$ cat config.mk
export PLATFORM = sky130hd
export DESIGN_NAME = os_train_confirm_flat
export DESIGN_NICKNAME = d
export VERILOG_FILES = /design/src/rtl/usb4_os_pkg.sv /design/src/rtl/os_train_confirm_if.sv /design/src/rtl/os_lane_counter.sv /design/src/rtl/os_train_confirm.sv /design/src/flat_wrapper.sv
export SDC_FILE = /design/constraint.sdc
export NUM_CORES = 1
export LEC_CHECK = 0
export ABC_AREA = 1
export CAP_MARGIN = 15
export CORE_AREA = 10 10 82 84
export DETAILED_ROUTE_END_ITERATION = 16
export DIE_AREA = 0 0 92 94
export PLACE_DENSITY = 0.64
export SYNTH_ARGS = -nofsm -noshare
export SYNTH_HDL_FRONTEND = slang
export SYNTH_SLANG_ARGS = --single-unit
export TNS_END_PERCENT = 10
$ cat constraint.sdc
create_clock -name clk -period 5.9 [get_ports clk]
set_input_delay 1.18 -clock clk [delete_from_list [all_inputs] [get_ports clk]]
set_output_delay 1.18 -clock clk [all_outputs]
set_load 0.1 [all_outputs]
$ cat src/rtl/usb4_os_pkg.sv
// Shared ordered-set codes and training-confirm state encoding for the USB4 lane receive path.
package usb4_os_pkg;

    localparam logic [3:0] OS_SLOS1  = 4'd0;
    localparam logic [3:0] OS_SLOS2  = 4'd1;
    localparam logic [3:0] OS_G3_TS1 = 4'd2;
    localparam logic [3:0] OS_G3_TS2 = 4'd3;
    localparam logic [3:0] OS_G4_TS1 = 4'd4;
    localparam logic [3:0] OS_G4_TS2 = 4'd5;
    localparam logic [3:0] OS_G4_TS3 = 4'd6;
    localparam logic [3:0] OS_G4_TS4 = 4'd7;
    localparam logic [3:0] OS_DATA   = 4'd8;
    localparam logic [3:0] OS_NONE   = 4'd9;

    typedef enum logic [1:0] {
        StIdle,
        StCount,
        StDone,
        StTimeout
    } os_state_e;

    // True for codes that name a countable ordered set (SLOS or TS).
    function automatic logic is_train_os(input logic [3:0] code);
        return code <= OS_G4_TS4;
    endfunction

endpackage

$ cat src/rtl/os_train_confirm_if.sv
// Lane-training side of os_train_confirm: OS codes in, confirmation status out.
// lane1_en exists only when OS_CONFIRM_LANE1_MASK_EN is defined.
interface os_train_confirm_if;

    logic       lane_rx_on;
    logic [3:0] d_sel;
    logic [3:0] os_in_l0;
    logic [3:0] os_in_l1;
`ifdef OS_CONFIRM_LANE1_MASK_EN
    logic       lane1_en;
`endif
    logic       os_done;
    logic       os_done_pulse;
    logic       os_timeout;
    logic [3:0] done_os;

    modport master (
        output lane_rx_on,
        output d_sel,
        output os_in_l0,
        output os_in_l1,
`ifdef OS_CONFIRM_LANE1_MASK_EN
        output lane1_en,
`endif
        input  os_done,
        input  os_done_pulse,
        input  os_timeout,
        input  done_os
    );

    modport slave (
        input  lane_rx_on,
        input  d_sel,
        input  os_in_l0,
        input  os_in_l1,
`ifdef OS_CONFIRM_LANE1_MASK_EN
        input  lane1_en,
`endif
        output os_done,
        output os_done_pulse,
        output os_timeout,
        output done_os
    );

endinterface

$ cat src/rtl/os_lane_counter.sv
// Per-lane saturating run counter of consecutive ordered sets matching the expected code.
module os_lane_counter
    import usb4_os_pkg::*;
#(
    parameter int unsigned CNT_W = 5
) (
    input  logic             clk,
    input  logic             rst,
    input  logic             clr,
    input  logic [3:0]       exp,
    input  logic [3:0]       code,
    input  logic             mask,
    output logic [CNT_W-1:0] cnt,
    output logic [CNT_W-1:0] cnt_nxt
);

    localparam logic [CNT_W-1:0] CNT_MAX = '1;

    // No-event slots keep the run alive; any foreign code breaks it.
    always_comb begin
        cnt_nxt = '0;
        if (clr || mask) begin
            cnt_nxt = '0;
        end else if (code == exp) begin
            cnt_nxt = (cnt == CNT_MAX) ? cnt : cnt + CNT_W'(1);
        end else if (code == OS_NONE) begin
            cnt_nxt = cnt;
        end
    end

    always_ff @(posedge clk) begin
        if (rst) begin
            cnt <= '0;
        end else begin
            cnt <= cnt_nxt;
        end
    end

endmodule

$ cat src/rtl/os_train_confirm.sv
// Confirms that both lanes saw the required run of the selected ordered set, or times out.
// Define OS_CONFIRM_LANE1_MASK_EN to add lane1_en, which lets lane 0 alone complete the count.
module os_train_confirm
    import usb4_os_pkg::*;
#(
    parameter int unsigned REQ_SLOS    = 2,
    parameter int unsigned REQ_TS      = 8,
    parameter int unsigned CNT_W       = 5,
    parameter int unsigned TIMEOUT_CYC = 65535
) (
    input logic               clk,
    input logic               rst,
    os_train_confirm_if.slave bus
);

    localparam int unsigned     TMR_W    = (TIMEOUT_CYC > 1) ? $clog2(TIMEOUT_CYC) : 1;
    localparam logic [TMR_W-1:0] TMR_LAST = TMR_W'(TIMEOUT_CYC - 1);

    os_state_e        state_q, state_d;
    logic [3:0]       exp_q, exp_d;
    logic [TMR_W-1:0] timer_q, timer_d;
    logic             done_q, pulse_q, timeout_q;
    logic [3:0]       done_os_q;

    logic             clr, mask1;
    logic [CNT_W-1:0] req;
    logic [CNT_W-1:0] cnt0, cnt1, cnt0_nxt, cnt1_nxt;
    logic             lanes_ok;
    logic             unused_cnt;

`ifdef OS_CONFIRM_LANE1_MASK_EN
    assign mask1 = ~bus.lane1_en;
`else
    assign mask1 = 1'b0;
`endif

    // Counters only run while COUNT continues with an unchanged selection.
    assign clr      = (state_q != StCount) || !bus.lane_rx_on || (bus.d_sel != exp_q);
    assign req      = (exp_q <= OS_SLOS2) ? CNT_W'(REQ_SLOS) : CNT_W'(REQ_TS);
    assign lanes_ok = (cnt0_nxt >= req) && (mask1 || (cnt1_nxt >= req));
    assign unused_cnt = ^{cnt0, cnt1};

    os_lane_counter #(
        .CNT_W (CNT_W)
    ) u_cnt_l0 (
        .clk     (clk),
        .rst     (rst),
        .clr     (clr),
        .exp     (exp_q),
        .code    (bus.os_in_l0),
        .mask    (1'b0),
        .cnt     (cnt0),
        .cnt_nxt (cnt0_nxt)
    );

    os_lane_counter #(
        .CNT_W (CNT_W)
    ) u_cnt_l1 (
        .clk     (clk),
        .rst     (rst),
        .clr     (clr),
        .exp     (exp_q),
        .code    (bus.os_in_l1),
        .mask    (mask1),
        .cnt     (cnt1),
        .cnt_nxt (cnt1_nxt)
    );

    always_comb begin
        state_d = state_q;
        exp_d   = exp_q;
        if (!bus.lane_rx_on) begin
            state_d = StIdle;
            exp_d   = OS_NONE;
        end else begin
            case (state_q)
                StIdle: begin
                    if (is_train_os(bus.d_sel)) begin
                        state_d = StCount;
                        exp_d   = bus.d_sel;
                    end
                end
                default: begin
                    if (bus.d_sel != exp_q) begin
                        if (is_train_os(bus.d_sel)) begin
                            state_d = StCount;
                            exp_d   = bus.d_sel;
                        end else begin
                            state_d = StIdle;
                            exp_d   = OS_NONE;
                        end
                    end else if (state_q == StCount) begin
                        // Completion takes priority over a simultaneous expiry.
                        if (lanes_ok) begin
                            state_d = StDone;
                        end else if (timer_q == TMR_LAST) begin
                            state_d = StTimeout;
                        end
                    end
                end
            endcase
        end
        timer_d = (!clr && state_d == StCount) ? timer_q + TMR_W'(1) : '0;
    end

    always_ff @(posedge clk) begin
        if (rst) begin
            state_q   <= StIdle;
            exp_q     <= OS_NONE;
            timer_q   <= '0;
            done_q    <= 1'b0;
            pulse_q   <= 1'b0;
            timeout_q <= 1'b0;
            done_os_q <= OS_NONE;
        end else begin
            state_q   <= state_d;
            exp_q     <= exp_d;
            timer_q   <= timer_d;
            done_q    <= (state_d == StDone);
            pulse_q   <= (state_d == StDone) && (state_q != StDone);
            timeout_q <= (state_d == StTimeout);
            done_os_q <= (state_d == StDone) ? exp_d : OS_NONE;
        end
    end

    assign bus.os_done       = done_q;
    assign bus.os_done_pulse = pulse_q;
    assign bus.os_timeout    = timeout_q;
    assign bus.done_os       = done_os_q;

endmodule

$ cat src/flat_wrapper.sv
// flat-port wrapper written by rule: the top's interface ports become plain ports
module os_train_confirm_flat import usb4_os_pkg::*;
#(
    parameter int unsigned REQ_SLOS    = 2,
    parameter int unsigned REQ_TS      = 8,
    parameter int unsigned CNT_W       = 5,
    parameter int unsigned TIMEOUT_CYC = 65535
)
  (clk, rst, bus_lane_rx_on, bus_d_sel, bus_os_in_l0, bus_os_in_l1, bus_os_done, bus_os_done_pulse, bus_os_timeout, bus_done_os);
  os_train_confirm_if bus_i ();
  input logic clk;
  input logic rst;
  input wire logic [$bits(bus_i.lane_rx_on)-1:0] bus_lane_rx_on;
  input wire logic [$bits(bus_i.d_sel)-1:0] bus_d_sel;
  input wire logic [$bits(bus_i.os_in_l0)-1:0] bus_os_in_l0;
  input wire logic [$bits(bus_i.os_in_l1)-1:0] bus_os_in_l1;
  output wire logic [$bits(bus_i.os_done)-1:0] bus_os_done;
  output wire logic [$bits(bus_i.os_done_pulse)-1:0] bus_os_done_pulse;
  output wire logic [$bits(bus_i.os_timeout)-1:0] bus_os_timeout;
  output wire logic [$bits(bus_i.done_os)-1:0] bus_done_os;
  assign bus_i.lane_rx_on = bus_lane_rx_on;
  assign bus_i.d_sel = bus_d_sel;
  assign bus_i.os_in_l0 = bus_os_in_l0;
  assign bus_i.os_in_l1 = bus_os_in_l1;
  assign bus_os_done = bus_i.os_done;
  assign bus_os_done_pulse = bus_i.os_done_pulse;
  assign bus_os_timeout = bus_i.os_timeout;
  assign bus_done_os = bus_i.done_os;
  os_train_confirm #(.REQ_SLOS(REQ_SLOS), .REQ_TS(REQ_TS), .CNT_W(CNT_W), .TIMEOUT_CYC(TIMEOUT_CYC)) u_core (.clk(clk), .rst(rst), .bus(bus_i));
endmodule
==> results of run 1 <==
[cell usage after synthesis]
library cell / instances / share of area
a211oi_1: 1 / 0.0034
a21oi_1: 8 / 0.018
a32oi_1: 3 / 0.012
and3_1: 3 / 0.0085
buf_6: 2 / 0.010
clkbuf_1: 1 / 0.0017
dfxtp_1: 39 / 0.35
ha_1: 8 / 0.045
inv_1: 53 / 0.090
inv_2: 2 / 0.0034
nand2_1: 92 / 0.16
nand2_2: 3 / 0.0085
nand2_4: 1 / 0.0051
nand3_1: 15 / 0.034
nand3_2: 2 / 0.0090
nand3_4: 1 / 0.0079
nand4_1: 6 / 0.017
nor2_1: 47 / 0.080
nor2_2: 10 / 0.028
nor2_4: 2 / 0.010
nor3_1: 7 / 0.016
nor3b_1: 1 / 0.0034
nor4_1: 1 / 0.0028
o21ai_0: 7 / 0.016
xnor2_1: 5 / 0.020
xor2_1: 11 / 0.043
[flip-flops by register name (all words and copies together) (netlist names)]
name,cells
u_core.timer_q,16
u_core.u_cnt_l0.cnt,5
u_core.u_cnt_l1.cnt,5
u_core.bus.done_os,4
u_core.exp_q,4
u_core.state_q,2
u_core.bus.os_done,1
u_core.bus.os_done_pulse,1
u_core.bus.os_timeout,1
[through the flow]
step | hold slack, ns | utilization
floorplan | 0.439 | -
global placement | 0.453 | 0.490
detailed placement | 0.463 | 0.490
CTS | 0.483 | 0.506
global route | 0.528 | 0.506
finish | 0.475 | 0.506
[critical path: stages]
cell,delay [ns]
clkdlybuf4s50_1,0.57
inv_1,0.11
nand2_1,0.07
nand2_1,0.05
nor2_1,0.12
nand2_2,0.11
nor2_4,0.30
o21ai_0,0.20
ha_1,0.32
nand2_1,0.07
nand2_1,0.05
nand2_1,0.05
nand2_1,0.07
nand2_2,0.08
nand2_2,0.06
nand2_4,0.08
nand3_4,0.22
nor2_1,0.16
[cell type report]
type	instances	area, um2	share of cell area
inverters	55	206	0.0803
repair buffers	21	210	0.0818
clock buffers	7	76.3	0.0297
clock inverters	1	5.00	0.00195
multi-input cells	234	1200	0.468
well taps	70	87.6	0.0341
flip-flops and latches	39	781	0.304
[path summary, 6_finish.rpt]
| kind | depth (start not counted) | slack (ns) | start | endpoint |
|---|---|---|---|---|
| max | 18 | 2.24 | bus_d_sel[3] | u_core.timer_q[1] |
| min | 1 | 0.47 | u_core.timer_q[0] | u_core.timer_q[0] |
| max reg2reg | 19 | 3.25 | u_core.exp_q[1] | u_core.timer_q[1] |
| min reg2reg | 1 | 0.47 | u_core.timer_q[0] | u_core.timer_q[0] |
[routing by layer]
layer / part of all wire / vias to the layer above
met5: 0 / -
met4: 0.020 / 0
met3: 0.050 / 9
met2: 0.44 / 34
met1: 0.49 / 856
li1: - / 1072
[power breakdown]
part	internal (mW)	leakage (nW)	switching [mW]
registers	0.264	0.315	0.00175
clock network	0.0830	0.0422	0.0901
logic	0.0175	0.795	0.0237
total	0.365	1.15	0.116
[cells by family (layout without fill, tap and decap cells)]
kind of cell	Yosys count	in the layout	share of synthesized area
simple gates	191	191	0.385
buf+inv	58	84	0.105
flops	39	39	0.352
compound gates	19	19	0.0491
xor+xnor	16	16	0.0632
fa+ha+maj	8	8	0.0451
==> flow_summary.yaml, run 1 <==
outcome:
  outcome: "completed"
power_and_ir_drop:
  finalPower_mw: 0.480
  leakagePower_nw: 1.15
  irDropWorstVdd_uv: 120
  p_per_area_nw_per_um2: 187
floorplan:
  start_util: 0.437
  die_area_um2: 8650
  io_pins: 22
  die_y_um: 94
  placementRows: 26
  die_w_um: 92
  core_um2: 5070
logic_synthesis:
  avgSynthCellArea_um2: 6.70
  ys_types: 26
  synth_nets: 354
  syn_inst: 331
  yosys_register_bits: 39
  ys_warn_count: 0
  seq_area_frac_synth: 0.352
  netlist_area_um2: 2220
route:
  via_count: 1971
  drt_first_pass_iters: 4
  drtIter0Drc: 145
  wl_per_cell_um: 11.4
  routed_wl_um: 4860
  final_antenna_net_count: 0
  vias_per_cell: 4.62
  drcViolationCount: 0
placement:
  place_ws_ns: 1.97
  placedCellCount: 419
  gp_congestion: 0.834
  portBuffers: 21
  placed_cell_area_um2: 2490
  place_hpwl_um: 3800
cts:
  cts_resized: 0
  post-cts-setup-buffers: 0
  htreeDepth: 2
  insertion_delay_ns: 0.29
  clockBufferDepth: 2
  ctsHoldBuffers: 0
  cts_buffers: 5
  cts_tree: "yes"
  clk_pin_slew_ns: 0.07
  cts-root-buf: "clkbuf_8"
  numClockSinks: 39
critical_path:
  critPathKind: "in2reg"
  cp.arrival_ns: 3.88
  crit_path_end_kind: "flip-flop"
  cp-start-kind: "input pin"
  worstPathRequired_ns: 6.12
  crit_fanout: 16
cells_and_area:
  synthToLayoutAreaGrowth_pct: 15.9
  final_area_um2: 2570
  drive_gt1_frac: 0.0756
  fin_nets: 379
  mostFrequentLayoutCells: "nand2_1 (92), inv_1 (53), nor2_1 (47)"
  finalNonFillerCells: 427
  n_fill_cell: 544
  diodes: 0
  layout_commonest_cell: "nand2_1"
timing:
  fin_setup_tns_ns: 0
  max_freq_ghz: 0.273
  rsz0062_at_grt: "no"
  worstMarginPinSlew_ns: 0.988
  setup_viol: 0
  skew_ns: 0.00784
  relSlewSlack: 0.340
  hold_viol: 0
  fin_crit_sh: 0.621
  fin_crit_ns: 3.66
  final.setup.worst_slack_ns: 2.24
  drv_slew: 0
grt:
  busiest_layer: "met2"
  track_usage: 0.119
  grt-ovfl-total: 0
  grt_pass1_wl_um: 8510
  use_met2: 0.185
  grt_max_degree: 17
  grt_pass1_vias: 1926
  antenna_found_initial: 0
  grt_use_met1: 0.150
  grtUsageMet3: 0.0368
worst_hold_path:
  min_path_type: "reg2reg"
job:
  cap_violations: 0
Power figures use the tool's default switching activity.
==> run 2: changes to the inputs <==
Settings changed: PLACE_DENSITY 0.64 to 0.67.
Clock period 5.9 ns to 3.22 ns, I/O delays scaled along.
==> flow_summary.yaml, run 2 (same netlist as run 1, synthesis figures left out) <==
outcome:
  outcome: "completed"
worst_hold_path:
  worstHoldStart: "u_core.timer_q[0]"
  min_path_type: "reg2reg"
  hold_end: "u_core.timer_q[0]"
  hold_depth: 1
cells_and_area:
  largest_reg_flops: 16
  reg_top3: "u_core.timer_q (16), u_core.u_cnt_l0.cnt (5), u_core.u_cnt_l1.cnt (5)"
  diodes: 0
  fin_nets: 384
  mostFrequentLayoutCells: "nand2_1 (92), inv_1 (53), nor2_1 (47)"
  layout_commonest_cell: "nand2_1"
  largest_register: "u_core.timer_q"
  final_area_um2: 2590
  n_fill_cell: 542
  finalNonFillerCells: 432
  post-route-util: 0.511
  synthToLayoutAreaGrowth_pct: 17.0
  drive_gt1_frac: 0.110
route:
  vias_per_cell: 4.54
  final_antenna_net_count: 0
  drcViolationCount: 0
  wl_per_cell_um: 10.6
  drtIter0Drc: 88
  routed_wl_um: 4560
  drt_first_pass_iters: 4
  via_count: 1961
cts:
  numClockSinks: 39
  ctsHoldBuffers: 0
  cts_buffers: 5
  cts_resized: 0
  clockBufferDepth: 2
  cts-root-buf: "clkbuf_8"
  clk_pin_slew_ns: 0.07
  post-cts-setup-buffers: 0
  cts_tree: "yes"
  htreeDepth: 2
  insertion_delay_ns: 0.29
critical_path:
  r2r_end: "u_core.timer_q[3]"
  rrSetupSlack_ns: 0.67
  crit_path_end_kind: "flip-flop"
  worstReg2RegStart: "u_core.exp_q[0]"
  cp-start-kind: "input pin"
  worstPathRequired_ns: 3.44
  critPathKind: "in2reg"
  cp.arrival_ns: 3.14
  crit_fanout: 16
  reg2reg_depth: 19
grt:
  grt_pass1_wl_um: 8080
  antenna_found_initial: 0
  grt-ovfl-total: 0
  grt_pass1_vias: 1873
  track_usage: 0.112
  grt_max_degree: 17
power_and_ir_drop:
  p_per_area_nw_per_um2: 343
  irDropWorstVdd_uv: 211
  leakagePower_nw: 1.19
placement:
  gp_congestion: 0.794
  placedCellCount: 424
  place_hpwl_um: 3550
  portBuffers: 21
  placed_cell_area_um2: 2510
timing:
  worstMarginPinSlew_ns: 0.561
  setup_viol: 0
  hold_viol: 0
  fin_crit_ns: 2.92
  relSlewSlack: 0.625
  whs_ns: 0.483
  fin_crit_sh: 0.906
  max_freq_ghz: 0.343
  rsz0062_at_grt: "no"
  skew_ns: 0.00847
  drv_slew: 0
job:
  cap_violations: 0
floorplan:
  start_util: 0.437
  die_w_um: 92
  placementRows: 26
  core_um2: 5070
  io_pins: 22
  die_y_um: 94
  die_area_um2: 8650
## run 2: changes by cell type in the layout (fill, tap and decap cells not counted)
| cell | before | now |
|---|---|---|
| clkbuf_1 | 2 | 1 |
| clkinvlp_4 | 0 | 1 |
| buf_4 | 0 | 12 |
| clkdlybuf4s50_1 | 21 | 14 |
## run 2: worst max-delay path: stages
cell and delay, ns:
clkdlybuf4s50_1 0.53, inv_1 0.05, nand2_1 0.05, nand2_1 0.04, nor2_1 0.11, nand2_1 0.10, inv_1 0.11, o21ai_0 0.10
a21oi_1 0.11, o21ai_0 0.12, ha_1 0.32, nand2_1 0.07, nand2_1 0.05, nand2_1 0.05, nand2_1 0.07, nand2_2 0.08
nand2_2 0.07, nand2_4 0.08, nand3_4 0.22, nor2_1 0.15
## run 2: cell type report
type	instances	area, um2	area share
flip-flops and latches	39	781	0.301
multi-input cells	234	1200	0.464
clock inverters	2	12.5	0.00482
well taps	70	87.6	0.0338
clock buffers	6	72.6	0.0280
repair buffers	26	230	0.0888
inverters	55	206	0.0796
## run 2: worst max-delay path by stage
| stage | cells after the start | to | from | slack, ns |
|---|---|---|---|---|
| final | 20 | u_core.timer_q[3] | bus_os_in_l1[3] | 0.30 |
| after global routing | 20 | u_core.timer_q[6] | bus_os_in_l1[3] | 0.05 |
| after CTS | 20 | u_core.timer_q[4] | bus_os_in_l1[3] | 0.30 |
| after detailed placement | 20 | u_core.timer_q[6] | bus_os_in_l1[3] | -0.008 |
| after global placement | 18 | u_core.timer_q[5] | bus_d_sel[3] | 0.06 |
| after floorplan | 20 | u_core.timer_q[7] | bus_os_in_l1[1] | 0.77 |
## run 2: per-layer routing
| layer | GRT usage | vias to the layer above | wire length (um) |
|---|---|---|---|
| met3 | 0.0320 | 6 | 132 |
| met5 | 0 | - | 0 |
| li1 | - | 1081 | - |
| met4 | 0.0450 | 0 | 73 |
| met1 | 0.129 | 855 | 2210 |
| met2 | 0.193 | 19 | 2150 |
## run 2: where the power goes
group | leakage (nW) | switching, mW | internal (mW)
clock network | 0.0412 | 0.175 | 0.151
registers | 0.315 | 0.00324 | 0.484
logic | 0.830 | 0.0421 | 0.0336
## run 2: per-stage QoR
step | power [mW] | setup slack (ns) | TNS, ns
after floorplan | 0.541 | 0.766 | 0
after global placement | 0.573 | 0.0630 | 0
after detailed placement | 0.574 | -0.00781 | -0.0156
after CTS | 0.902 | 0.301 | 0
after global routing | 0.937 | 0.0521 | 0
final | 0.889 | 0.303 | 0
==> run 3: changes to the inputs <==
Settings changed: GPL_ROUTABILITY_DRIVEN set to 0, SKIP_LAST_GASP set to 1.
==> results of run 3 <==
The final DEF is identical to that of run 2; final timing and power are the same.
